[src/rtl/mult4b_ctrl_pkg.sv]
// Shared constants, FSM encoding and the iteration-counter increment helper
// for the shift-and-add multiplier controller.
package mult4b_ctrl_pkg;

    localparam int OP_W  = 4;
    localparam int CNT_W = $clog2(OP_W);

    typedef enum logic [1:0] {
        IDLE = 2'd0,
        CALC = 2'd1,
        DONE = 2'd2
    } state_t;

    // Bitwise ripple increment so the iteration counter needs no adder operator.
    function automatic logic [CNT_W-1:0] count_inc(input logic [CNT_W-1:0] c);
        logic [CNT_W-1:0] r;
        logic             carry;
        r     = '0;
        carry = 1'b1;
        for (int i = 0; i < CNT_W; i++) begin
            r[i]  = c[i] ^ carry;
            carry = c[i] & carry;
        end
        return r;
    endfunction

endpackage

[src/rtl/mult4b_ctrl_sum4b.sv]
// Ripple-carry adder shared by every partial-product step of the multiplier.
module sum4b
    import mult4b_ctrl_pkg::*;
#(
    parameter int W = OP_W
) (
    input  logic [W-1:0] xi,
    input  logic [W-1:0] yi,
    output logic         co,
    output logic [W-1:0] zi
);

    logic [W:0] c;

    assign c[0] = 1'b0;

    for (genvar i = 0; i < W; i++) begin : g_fa
        assign zi[i]  = xi[i] ^ yi[i] ^ c[i];
        assign c[i+1] = (xi[i] & yi[i]) | (c[i] & (xi[i] ^ yi[i]));
    end

    assign co = c[W];

endmodule

[src/rtl/mult4b_ctrl.sv]
// Unsigned W x W shift-and-add multiplier: IDLE -> CALC (W steps) -> DONE,
// one shared adder, product register updated only when a result completes.
module mult4b_ctrl
    import mult4b_ctrl_pkg::*;
#(
    parameter int W = OP_W
) (
    input  logic           clk,
    input  logic           rst,
    input  logic           init,
    input  logic [W-1:0]   A,
    input  logic [W-1:0]   B,
    output logic [2*W-1:0] pp,
    output logic           busy,
    output logic           done
);

    state_t             state;
    state_t             state_next;
    logic [2*W-1:0]     acc;
    logic [2*W-1:0]     acc_next;
    logic [W-1:0]       mcand;
    logic [W-1:0]       addend;
    logic [W-1:0]       zi;
    logic               co;
    logic [CNT_W-1:0]   count;
    logic               last_step;

    // Multiplicand is added only when the multiplier bit now in acc[0] is set.
    assign addend    = acc[0] ? mcand : '0;
    assign acc_next  = {co, zi, acc[W-1:1]};
    assign last_step = (count == CNT_W'(W - 1));

    sum4b #(.W(W)) u_sum4b (
        .xi (acc[2*W-1:W]),
        .yi (addend),
        .co (co),
        .zi (zi)
    );

    // NOTE: every register below uses <= so all of them update from the same
    // pre-edge values; blocking assignments here would chain within one edge.
    always_ff @(posedge clk) begin
        if (rst) begin
            state <= IDLE;
            acc   <= '0;
            mcand <= '0;
            count <= '0;
            pp    <= '0;
        end else begin
            state <= state_next;
            unique case (state)
                IDLE: begin
                    if (init) begin
                        mcand <= A;
                        acc   <= {{W{1'b0}}, B};
                        count <= '0;
                    end
                end
                CALC: begin
                    acc   <= acc_next;
                    count <= count_inc(count);
                    if (last_step) begin
                        pp <= acc_next;
                    end
                end
                default: ;
            endcase
        end
    end

    // NOTE: defaults come first so every path assigns every output and no
    // latch is inferred.
    always_comb begin
        state_next = state;
        busy       = 1'b0;
        done       = 1'b0;
        unique case (state)
            IDLE: begin
                if (init) begin
                    state_next = CALC;
                end
            end
            CALC: begin
                busy = 1'b1;
                if (last_step) begin
                    state_next = DONE;
                end
            end
            DONE: begin
                done       = 1'b1;
                state_next = IDLE;
            end
            default: state_next = IDLE;
        endcase
    end

endmodule
[config.mk]
export PLATFORM = sky130hd
export DESIGN_NAME = mult4b_ctrl
export DESIGN_NICKNAME = d
export VERILOG_FILES = /design/src/rtl/mult4b_ctrl_pkg.sv /design/src/rtl/mult4b_ctrl_sum4b.sv /design/src/rtl/mult4b_ctrl.sv
export SDC_FILE = /design/constraint.sdc
export NUM_CORES = 1
export LEC_CHECK = 0
export ABC_AREA = 0
export CORE_MARGIN = 4
export CORE_UTILIZATION = 30
export CTS_CLUSTER_DIAMETER = 60
export CTS_CLUSTER_SIZE = 14
export DETAILED_ROUTE_END_ITERATION = 10
export GPL_ROUTABILITY_DRIVEN = 0
export PLACE_DENSITY = 0.62
export SLEW_MARGIN = 20
export SYNTH_ARGS = -nofsm -noshare
export SYNTH_HDL_FRONTEND = slang
export SYNTH_SLANG_ARGS = --single-unit
[constraint.sdc]
create_clock -name clk -period 3.1 [get_ports clk]
set_input_delay 0.775 -clock clk [delete_from_list [all_inputs] [get_ports clk]]
set_output_delay 0.775 -clock clk [all_outputs]
set_load 0.1 [all_outputs]
Word-level counts from Yosys, hierarchy flattened
Index checks and enable logic that the tools add are counted.
- register bits: 24
- input port bits: 11
- equal/unequal tests: 5
- multiplexer cells: 10
- bitwise logic cells: 19
- reduce and logical (&&, ||, !) cells: 6
- operators with widths (kind ; number):
    $pmux W8 S2 ; 1
    $mux W8 ; 1
    $pmux W2 S2 ; 2
    $reduce_and A2 Y1 ; 4
    $xor A1 B1 Y1 ; 8
    $and A1 B1 Y1 ; 7
    $mux W2 ; 3
    $eq A2 B2 Y1 const B ; 2
    $mux W4 ; 1
    $ne A2 B2 Y1 const B ; 2
    $or A1 B1 Y1 ; 3
    $eq A2 B1 Y1 const B ; 1
    $logic_not A2 Y1 ; 1
    $mux W1 ; 2
    $reduce_bool A2 Y1 ; 1
    $not A1 Y1 ; 1

Longest topological paths before layout
Gate-level depths: netlist of run 1.
- depth in word-level cells: 9
- mapped depth: 8

Hierarchy
A second synthesis of run 1 with hierarchy kept.
- cell total of the unflattened synthesis: 121
- area, all modules: 1061.0 um^2
- by module, submodules not included (module ; times used ; cells each ; area each (um^2) ; sequential area each (um^2)):
    mult4b_ctrl ; 1 ; 107 ; 950.9 ; 480.5
    sum4b ; 1 ; 14 ; 110.1 ; 0.0

Worst setup path before layout of run 1
OpenSTA, ideal clock, no wires.
- path kind: register to output
- start: register state[0]
- end: output port done
- arrival time: 1.764 ns
- required time: 2.325 ns
- path slack: 0.561 ns
- stages on the path, launching flop included: 3
- buffers on the path: 1
- cell sequence: dfxtp_1 buf_6 nor2b_1
- cells in the longest elaborated chain, start to end: 2
- ends and longest elaborated chain (what ; RTL line ; source):
    start: declaration ; mult4b_ctrl.sv:18 ; state_t state;
    start signal: assignment ; mult4b_ctrl.sv:51 ; state <= state_next;
    $eq A2 B2 Y1 ; mult4b_ctrl.sv:78 ; unique case (state)
    $mux W1 ; mult4b_ctrl.sv:78 ;
    end: declaration ; mult4b_ctrl.sv:15 ; output logic done
Every way passes these cells.

Worst setup path after layout of run 1
- start: register acc[0]
- end: register acc[6]
- cells in the longest elaborated chain, start to end: 8
- elaborated cells on any way between the ends: 13
- classes of those cells: mux: 2; bitwise: 11
- ends and longest elaborated chain (what ; RTL line ; source):
    start: declaration ; mult4b_ctrl.sv:20 ; logic [2*W-1:0] acc;
    start signal: assignment ; mult4b_ctrl.sv:56 ; acc <= {{W{1'b0}}, B};
    start signal: assignment ; mult4b_ctrl.sv:61 ; acc <= acc_next;
    $mux W4 (*) ; mult4b_ctrl.sv:30 ; assign addend = acc[0] ? mcand : '0;
    $and A1 B1 Y1 / $xor A1 B1 Y1 (equally long branches) ; mult4b_ctrl_sum4b.sv:19 ; assign c[i+1] = (xi[i] & yi[i]) | (c[i] & (xi[i] ^ yi[i]));
    $and A1 B1 Y1 ; mult4b_ctrl_sum4b.sv:19 ;
    $or A1 B1 Y1 ; mult4b_ctrl_sum4b.sv:19 ;
    $and A1 B1 Y1 ; mult4b_ctrl_sum4b.sv:19 ;
    $or A1 B1 Y1 ; mult4b_ctrl_sum4b.sv:19 ;
    $xor A1 B1 Y1 (*) ; mult4b_ctrl_sum4b.sv:18 ; assign zi[i] = xi[i] ^ yi[i] ^ c[i];
    $pmux W8 S2 (*) ; mult4b_ctrl.sv:52 ; unique case (state)
Every way passes the cells marked *; elsewhere a longest branch is shown, timed or not.
A chain may end at the register's enable or synchronous reset.

==> results by stage, run 1 <==
Outcome:
- The flow ran to the end, and the final reports show no timing, DRC or antenna violations.

Layout:
- The filler cells instantiated in the layout total 353.
- Of the cells placed in the final design, the portion with a size suffix greater than 1 is 20.6%.
- The number of cells in the finished layout apart from fillers is 172.
- The final core utilization is 38.5%.
- 0 antenna diodes ended up in the layout.
- The final cell area excluding filler cells is 1330 sq um.
- The number of nets in the layout is ~140.
- Relative to the synthesized area, the layout overhead comes to 19.8%.

Yosys:
- In this run the biggest area consumer among cell types represents 43.4% of the synthesized area.
- By area the synthesized netlist is led by dfxtp_1 43%, mux2i_1 7.2%, fa_1 5.4%.
- The net count of the mapped netlist is 125.
- The register area share after synthesis is 43.4%.
- For this run, the number of Yosys warnings is 0.
- The netlist uses 28 different library cells.
- The count of flip-flops with a built-in enable after synthesis is 0.
- The area of the mapped netlist is 1110 sq um.
- Each instance of the synthesized netlist takes up on average roughly 10 sq um.
- In the synthesized netlist the async set-or-reset flop fraction comes to 0%.
- Counting flops and latches in the post-synthesis netlist gives 24.
- The flip-flop cell with the highest count after synthesis is dfxtp_1.
- The instance count of the mapped netlist is 109.
- The cell taking the most area after synthesis is dfxtp_1.

Clocking:
- The clock sink total is 24.
- Once the clock tree was built, the resizer swapped 0 gates to a different size.
- Buffers added to address setup during post-CTS repair amount to 0.
- The clock latency on the worst-skew pair is 0.27 ns.
- After clock tree synthesis, the clock-pin slew on the worst setup and hold paths is 0.08 ns.
- The CTS tree is done.
- The total CTS buffers is 3.
- The tree is rooted in a clkbuf_8.
- The maximum count of clock buffers along a single path is 2.
- The number of hold buffers added after CTS was 0.
- The H-tree depth is 1.

Global routing:
- Across every metal layer, demand over resource in global routing totals 10.3%.
- Global routing finished with a remaining overflow of 0.
- The first global-routing pass estimated 3520 um of wire.
- For met1 alone, demand over resource in global routing was 12.5%.
- The pin count of the biggest net entering global routing is 15.
- Global routing used ~4.4% of the available met3 tracks.
- The number of antenna violations at the first check in global routing is 0.
- The global routing met2 resource utilization is 15.6%.
- After global routing, the most crowded layer is met2.
- The via count of the first global-routing pass was 756.

Route:
- The DRC violation total after the first TritonRoute iteration is 51.
- The total length of routed wires is 2050 um.
- In the routed layout, each cell is associated on average with a via count of 4.64.
- In this run the remaining antenna-violating nets after routing total 0.
- In the routed design, unresolved DRC markers number 0.
- After detailed routing, the average wire length per cell comes to 11.9 um.
- Summing over every cut layer, the via total after detailed routing is between 700 and 800.
- The number of optimization iterations in the first detailed-route pass is 3.

Hold path:
- In this run the worst hold path is classified as reg -> reg.

Placement:
- After detailed placement, the total cell area comes to ~1300 sq um.
- Input and output buffers added on the ports amount to 20.
- The number of cells in the design after placement is 168.
- The placed wire-length estimate is 1530 um.
- The worst slack at placement is between 0.5 and 0.6 ns.

Pwr:
- The power density of the placed cells is 460 nW/um^2.
- The analysis attributes to cell leakage a power of 0.482 nW.
- VDD sags by at most 0.242 mV.

Worst setup path:
- Tracing the worst setup path back leads to its startpoint at acc[0].
- The worst path required time is ~3.3 ns.
- The worst setup path is launched from a register.
- The logic depth of the worst register-to-register path is 8.
- The critical path is of the reg -> reg type.
- The register-to-register path setup slack is 0.57 ns.
- The capture point of the worst reg-to-reg path is acc[6].
- The critical path capture point type is a register.
- The source of the worst register-to-register timing path is acc[0].
- The largest driver fanout on the critical path is 5.
- Following the worst setup path forward leads to its endpoint at acc[6].
- For the worst setup path, the data arrival time is ~2.7 ns.

Timing:
- At the pin with the least slew margin, the transition time is 0.712 ns.
- The number of endpoints with negative hold slack in the final report was 0.
- The peak clock frequency supported by timing is 0.395 GHz.
- Across all setup checks in the final design, the least slack found is 0.567 ns.
- After routing, the total negative slack on setup checks comes to 0 ns.
- The number of pins exceeding their max-slew limit in the final report is 0.
- Setup repair after global routing left no endpoint under its margin.
- The final count of negative-setup-slack endpoints is 0.
- The worst-case headroom to the max-slew limit is 52.6%.
- Across the routed clock network, the largest skew measured is 0.00196 ns.
- Of the available clock period, the critical path in the final layout requires 81.7%.
- The final critical-path required period is approximately 2.5 ns.

Floorplanning:
- The die is 68.7 um wide.
- The number of ports placed on the die boundary is 21.
- Once the floorplan was initialized, standard cells occupied 32.1% of the core.
- The area enclosed by the die boundary is between 4000 and 5000 sq um.
- The number of placement rows is 21.
- The core area is 3440 sq um.
- The die is 68.7 um tall.

Run:
- Max-cap violations in this run came to 0.
## layer usage
layer | vias to the layer above | share of wire, % | routed length [um]
met1 | 369 | 46 | 955
met4 | 0 | 1.7 | 34
met2 | 18 | 46 | 947
met3 | 5 | 5.6 | 116
li1 | 406 | - | -
met5 | - | 0 | 0
## synth_stat cells (all sizes together), types with 2 or more instances
master / count
nand2: 12
o41ai: 3
clkbuf: 2
nand2b: 2
fa: 3
inv: 5
a21oi: 6
nor2: 14
ha: 2
buf: 6
dfxtp: 24
nand3: 2
mux2i: 8
a211oi: 8
nor2b: 2
or3: 3
## area by class of cell
| type | instances | area, sq um | share of cell area, % |
|---|---|---|---|
| Inverter | 5 | 18.8 | 1.42 |
| Tap cell | 46 | 57.6 | 4.34 |
| Sequential cell | 24 | 480 | 36.3 |
| Multi-Input combinational cell | 72 | 531 | 40.0 |
| Clock buffer | 4 | 55.1 | 4.15 |
| Timing Repair Buffer | 21 | 183 | 13.8 |
## registers in the layout (all words and copies together) (netlist names)
name and flops:
pp 8, count 2, acc 8, mcand 4, state 2
## per-stage QoR
stage                     total power, W  hold slack, ns
after floorplan                 0.000387           0.432
after global placement          0.000405           0.448
after CTS                       0.000618           0.462
after detailed placement        0.000406           0.450
final                           0.000609           0.460
after global routing            0.000646           0.487
## logic make-up after synthesis
group / share of synthesized area, %
muxes: 8.26
buffers and inverters: 8.60
and+or+nand+nor: 18.1
AOI/OAI and AO/OA: 13.9
adders and majority gates: 7.69
DFF: 43.4
## power breakdown
| part | leakage (nW) | internal [W] | switching (W) |
|---|---|---|---|
| Combinational | 0.258 | 0.0000301 | 0.0000379 |
| Sequential | 0.195 | 0.000319 | 0.0000110 |
| Clock | 0.0288 | 0.000113 | 0.0000974 |
| Total | 0.482 | 0.000463 | 0.000146 |
## worst min-delay path by stage
stage | from | endpoint | slack [ns] | depth (start not counted)
after floorplan | mcand[0] | mcand[0] | 0.43 | 2
after detailed placement | mcand[3] | mcand[3] | 0.45 | 2
after global placement | mcand[0] | mcand[0] | 0.45 | 2
after CTS | mcand[3] | mcand[3] | 0.46 | 2
after global routing | mcand[3] | mcand[3] | 0.49 | 2
final | mcand[3] | mcand[3] | 0.46 | 2
## worst max-delay path, cell delays in order, from the launching register on
cell	delay [ns]
dfxtp_1	0.40
and2_1	0.15
ha_1	0.14
inv_1	0.05
fa_1	0.38
fa_1	0.39
fa_1	0.47
or3_1	0.38
o41ai_1	0.06
## layout by cell type, fill, tap and decap left out
cell type | synthesis | routed
dfxtp_1 | 24 | 24
nand2_1 | 12 | 12
buf_4 | 0 | 11
nor2_1 | 10 | 10
clkdlybuf4s50_1 | 0 | 10
mux2i_1 | 8 | 8
a21oi_1 | 6 | 6
inv_1 | 5 | 5
a211oi_1 | 4 | 4
nor2_2 | 4 | 4
a211oi_2 | 4 | 4
clkbuf_8 | 0 | 4
or3_1 | 3 | 3
o41ai_1 | 3 | 3
fa_1 | 3 | 3
nor2b_1 | 2 | 2
nand3_1 | 2 | 2
ha_1 | 2 | 2
nand2b_2 | 1 | 1
and2_1 | 1 | 1
o21ba_1 | 1 | 1
nor3b_2 | 1 | 1
or3b_1 | 1 | 1
mux2_2 | 1 | 1
and3b_1 | 1 | 1
o21a_1 | 1 | 1
nand2b_1 | 1 | 1
(Power assumes the default switching activity.)
==> inputs of run 2 (changes only) <==
--- a/config.mk
+++ b/config.mk
@@ -12,7 +12,7 @@
 export CTS_CLUSTER_SIZE = 14
 export DETAILED_ROUTE_END_ITERATION = 10
 export GPL_ROUTABILITY_DRIVEN = 0
-export PLACE_DENSITY = 0.62
+export PLACE_DENSITY = 0.64
 export SLEW_MARGIN = 20
 export SYNTH_ARGS = -nofsm -noshare
 export SYNTH_HDL_FRONTEND = slang
==> constraint.sdc (replaced) <==
create_clock -name clk -period 2.2 [get_ports clk]
set_input_delay 0.55 -clock clk [delete_from_list [all_inputs] [get_ports clk]]
set_output_delay 0.55 -clock clk [all_outputs]
set_load 0.1 [all_outputs]
==> results by stage, run 2 (synthesis gave the netlist of run 1 again) <==
Worst setup path:
- The logic depth of the worst register-to-register path is 8.
- The capture point of the worst reg-to-reg path is acc[6].
- In this run the critical register-to-register path is launched from acc[0].
- The largest single stage delay on the critical path is 0.42 ns.
- The setup path with the least slack is of type reg -> reg.
- The critical path capture point type is a register.
- In this run the register-to-register setup slack is -0.02 ns.
- The cell class contributing the biggest share of worst-path delay is adder cells.
- Tracing the worst setup path back leads to its startpoint at acc[0].
- Traced cell by cell, the critical path runs through and2_4 > ha_4 > inv_2 > fa_2 > fa_2 > fa_2 > or3_4 > o41ai_4.
- The data arrival time at the worst-slack endpoint is about 2.4 ns.
- By instance count, the cell type seen most on the critical path is fa_2.
- The library cell contributing the largest single delay on the critical path is fa_2.
- The worst setup path is launched from a register.
- In this run the worst setup path terminates at acc[6].
- Of all nets on the critical path, the largest fanout is 2.
- Data on the critical path is required at its endpoint by between 2 and 2.5 ns.
- The number of buffers and inverters on the critical path is 1.
- The number of cells on the critical path is 8.

Placement:
- The count of port buffers added during placement is 20.
- The number of cells in the design after placement is 173.
- Timing analysis after detailed placement gives a worst setup slack of -0.115 ns.
- After detailed placement, the total cell area comes to 1340 sq um.
- Detailed placement finished with a half-perimeter wire length of 1640 um.

Floorplanning:
- The core region is 3440 sq um.
- The die height is 68.7 um.
- Row generation in the floorplan step produced 21 rows.
- During I/O placement, the number of pins put on the boundary was 21.
- Once the floorplan was initialized, standard cells occupied 32.1% of the core.
- From left edge to right edge, the die measures 68.7 um.
- The area enclosed by the die boundary is approximately 4700 sq um.

Clocking:
- After clock tree synthesis, the flow added hold-fix buffers numbering 0.
- The total CTS buffers is 3.
- For this design, the sink count on the clock tree is 24.
- For the worst-skew pair, the clock arrives at the later sink with an insertion delay of 0.26 ns.
- Clock tree synthesis selected as its root buffer the cell clkbuf_8.
- Counting along the longest clock path gives a buffer depth of 2.
- The register clock-pin slew on the reported worst setup and hold paths is 0.08 ns.
- The H-tree depth is 1.
- TritonCTS built the clock tree.

Global routing:
- Global routing finished with a remaining overflow of 0.
- The pin count of the biggest net entering global routing is 15.
- The first global-routing pass estimated between 3000 and 4000 um of wire.
- For this run, the total global-route usage over all layers was measured as 10.4%.
- The via count of the first global-routing pass was 846.
- The number of antenna violations at the first check in global routing is 0.

Timing:
- The number of endpoints with negative hold slack in the final report is 0.
- The minimum setup slack in the final design is -0.0205 ns.
- The worst-case headroom to the max-slew limit is 55.8%.
- The worst-margin pin slew is 0.660 ns.
- The final critical-path required period is between 2 and 2.5 ns.
- Setup repair after global routing could not meet its margin everywhere.
- The final critical-path share of the clock period is 101%.
- Adding up every negative setup slack in the final design gives -0.0205 ns.
- The final count of negative-setup-slack endpoints is 1.
- The number of pins exceeding their max-slew limit in the final report is 0.
- The peak clock frequency supported by timing is approximately 0.45 GHz.
- For the final database, setup skew stands at 0.00222 ns.

Layout:
- The number of diodes is 0.
- Excluding fillers, the count of instances in the completed layout stands at roughly 180.
- The number of nets in the layout is 149.
- The top cell types in the final layout, fill and taps aside, are 21 x dfxtp_1, 15 x buf_4, 12 x nand2_1, 10 x nor2_1, 10 x clkdlybuf4s50_1.
- The final cell area excluding filler cells is ~1500 sq um.
- Leaving out fill and tap cells, the most frequent cell in the layout is dfxtp_1.
- Of the cells placed in the final design, the portion with a size suffix greater than 1 is between 30% and 40%.
- Counting the fill cells in the layout gives 336.
- For this run, the share of the core covered by cells in the final layout is 42.9%.
- The synthesis-to-finish area growth is 33.5%.
- The largest registers in the layout are acc: 8 flops, pp: 8 flops, mcand: 4 flops.

Outcome:
- The checks that failed: negative setup slack.
- The run finished, with violations left.

Hold path:
- The worst hold-check path type is reg -> reg.

Route:
- The number of antenna-violating nets in the routed design is 0.
- The post-detailed-route via-to-cell ratio is approximately 4.7.
- The first TritonRoute pass finished after 5 iterations.
- The detailed router placed approximately 830 vias in this run.
- The post-detailed-route DRC marker count is 0.
- Summed over all layers, the routed wires come to about 2200 um.
- The post-detailed-route wirelength per cell is 12.5 um.
- In this run, the number of DRC markers left after iteration 0 of detailed routing was 33.

Pwr:
- VDD sags by at most 0.345 mV.
- In this run the static leakage power is between 0.5 and 0.6 nW.
- The power density of the placed cells is ~650 nW/um^2.

Run:
- Max-cap violations in this run came to 0.
## run 2: layout make-up
cell class	count	area (sq um)	share of cell area (%)
clock buffers	3	41.3	2.80
repair buffers	27	253	17.1
flip-flops and latches	24	484	32.8
clock inverters	1	30.0	2.03
inverters	5	18.8	1.27
well taps	46	57.6	3.90
multi-input cells	72	592	40.1
## run 2: tightest hold or removal path: cells and delay by family (launching register included)
kind,cells,cell delay [ns]
AND/OR/NAND/NOR,1,0.05
AO/OA/AOI/OAI,1,0.05
flip-flops,1,0.32
## run 2: worst min path at each step
stage	to	slack [ns]	start	cells after the start
finish	mcand[0]	0.46	mcand[0]	2
global route	mcand[0]	0.48	mcand[0]	2
CTS	mcand[0]	0.46	mcand[0]	2
detailed placement	mcand[0]	0.45	mcand[0]	2
global placement	mcand[0]	0.44	mcand[0]	2
floorplan	mcand[0]	0.43	mcand[0]	2
## run 2: power breakdown
part           internal, W  switching (W)  leakage, nW
Sequential        0.000451      0.0000152        0.196
Clock             0.000243       0.000136       0.0357
Combinational    0.0000513      0.0000606        0.320
Total             0.000745       0.000212        0.552
## run 2: per-layer routing
metal,GRT usage (%),part of all wire (%),vias to the layer above
met1,11.7,45,395
met5,0,0,-
met2,19.3,49,23
met4,0.730,0.27,0
met3,3.89,5.5,2
li1,-,-,413
## run 2: repair_timing
action / in CTS / in global routing
gates resized for setup: 3 / 9
hold endpoints to repair: 0 / 0
endpoints found under the setup margin: 2 / 5
pin swaps: 3 / 2
buffers inserted: 1 / 0
## run 2: per-stage QoR
step / hold slack (ns) / power [W]
3_5_place_dp: 0.451 / 0.000583
6_report: 0.456 / 0.000957
5_1_grt: 0.482 / 0.00100
3_3_place_gp: 0.444 / 0.000579
4_1_cts: 0.460 / 0.000964
2_1_floorplan: 0.432 / 0.000547
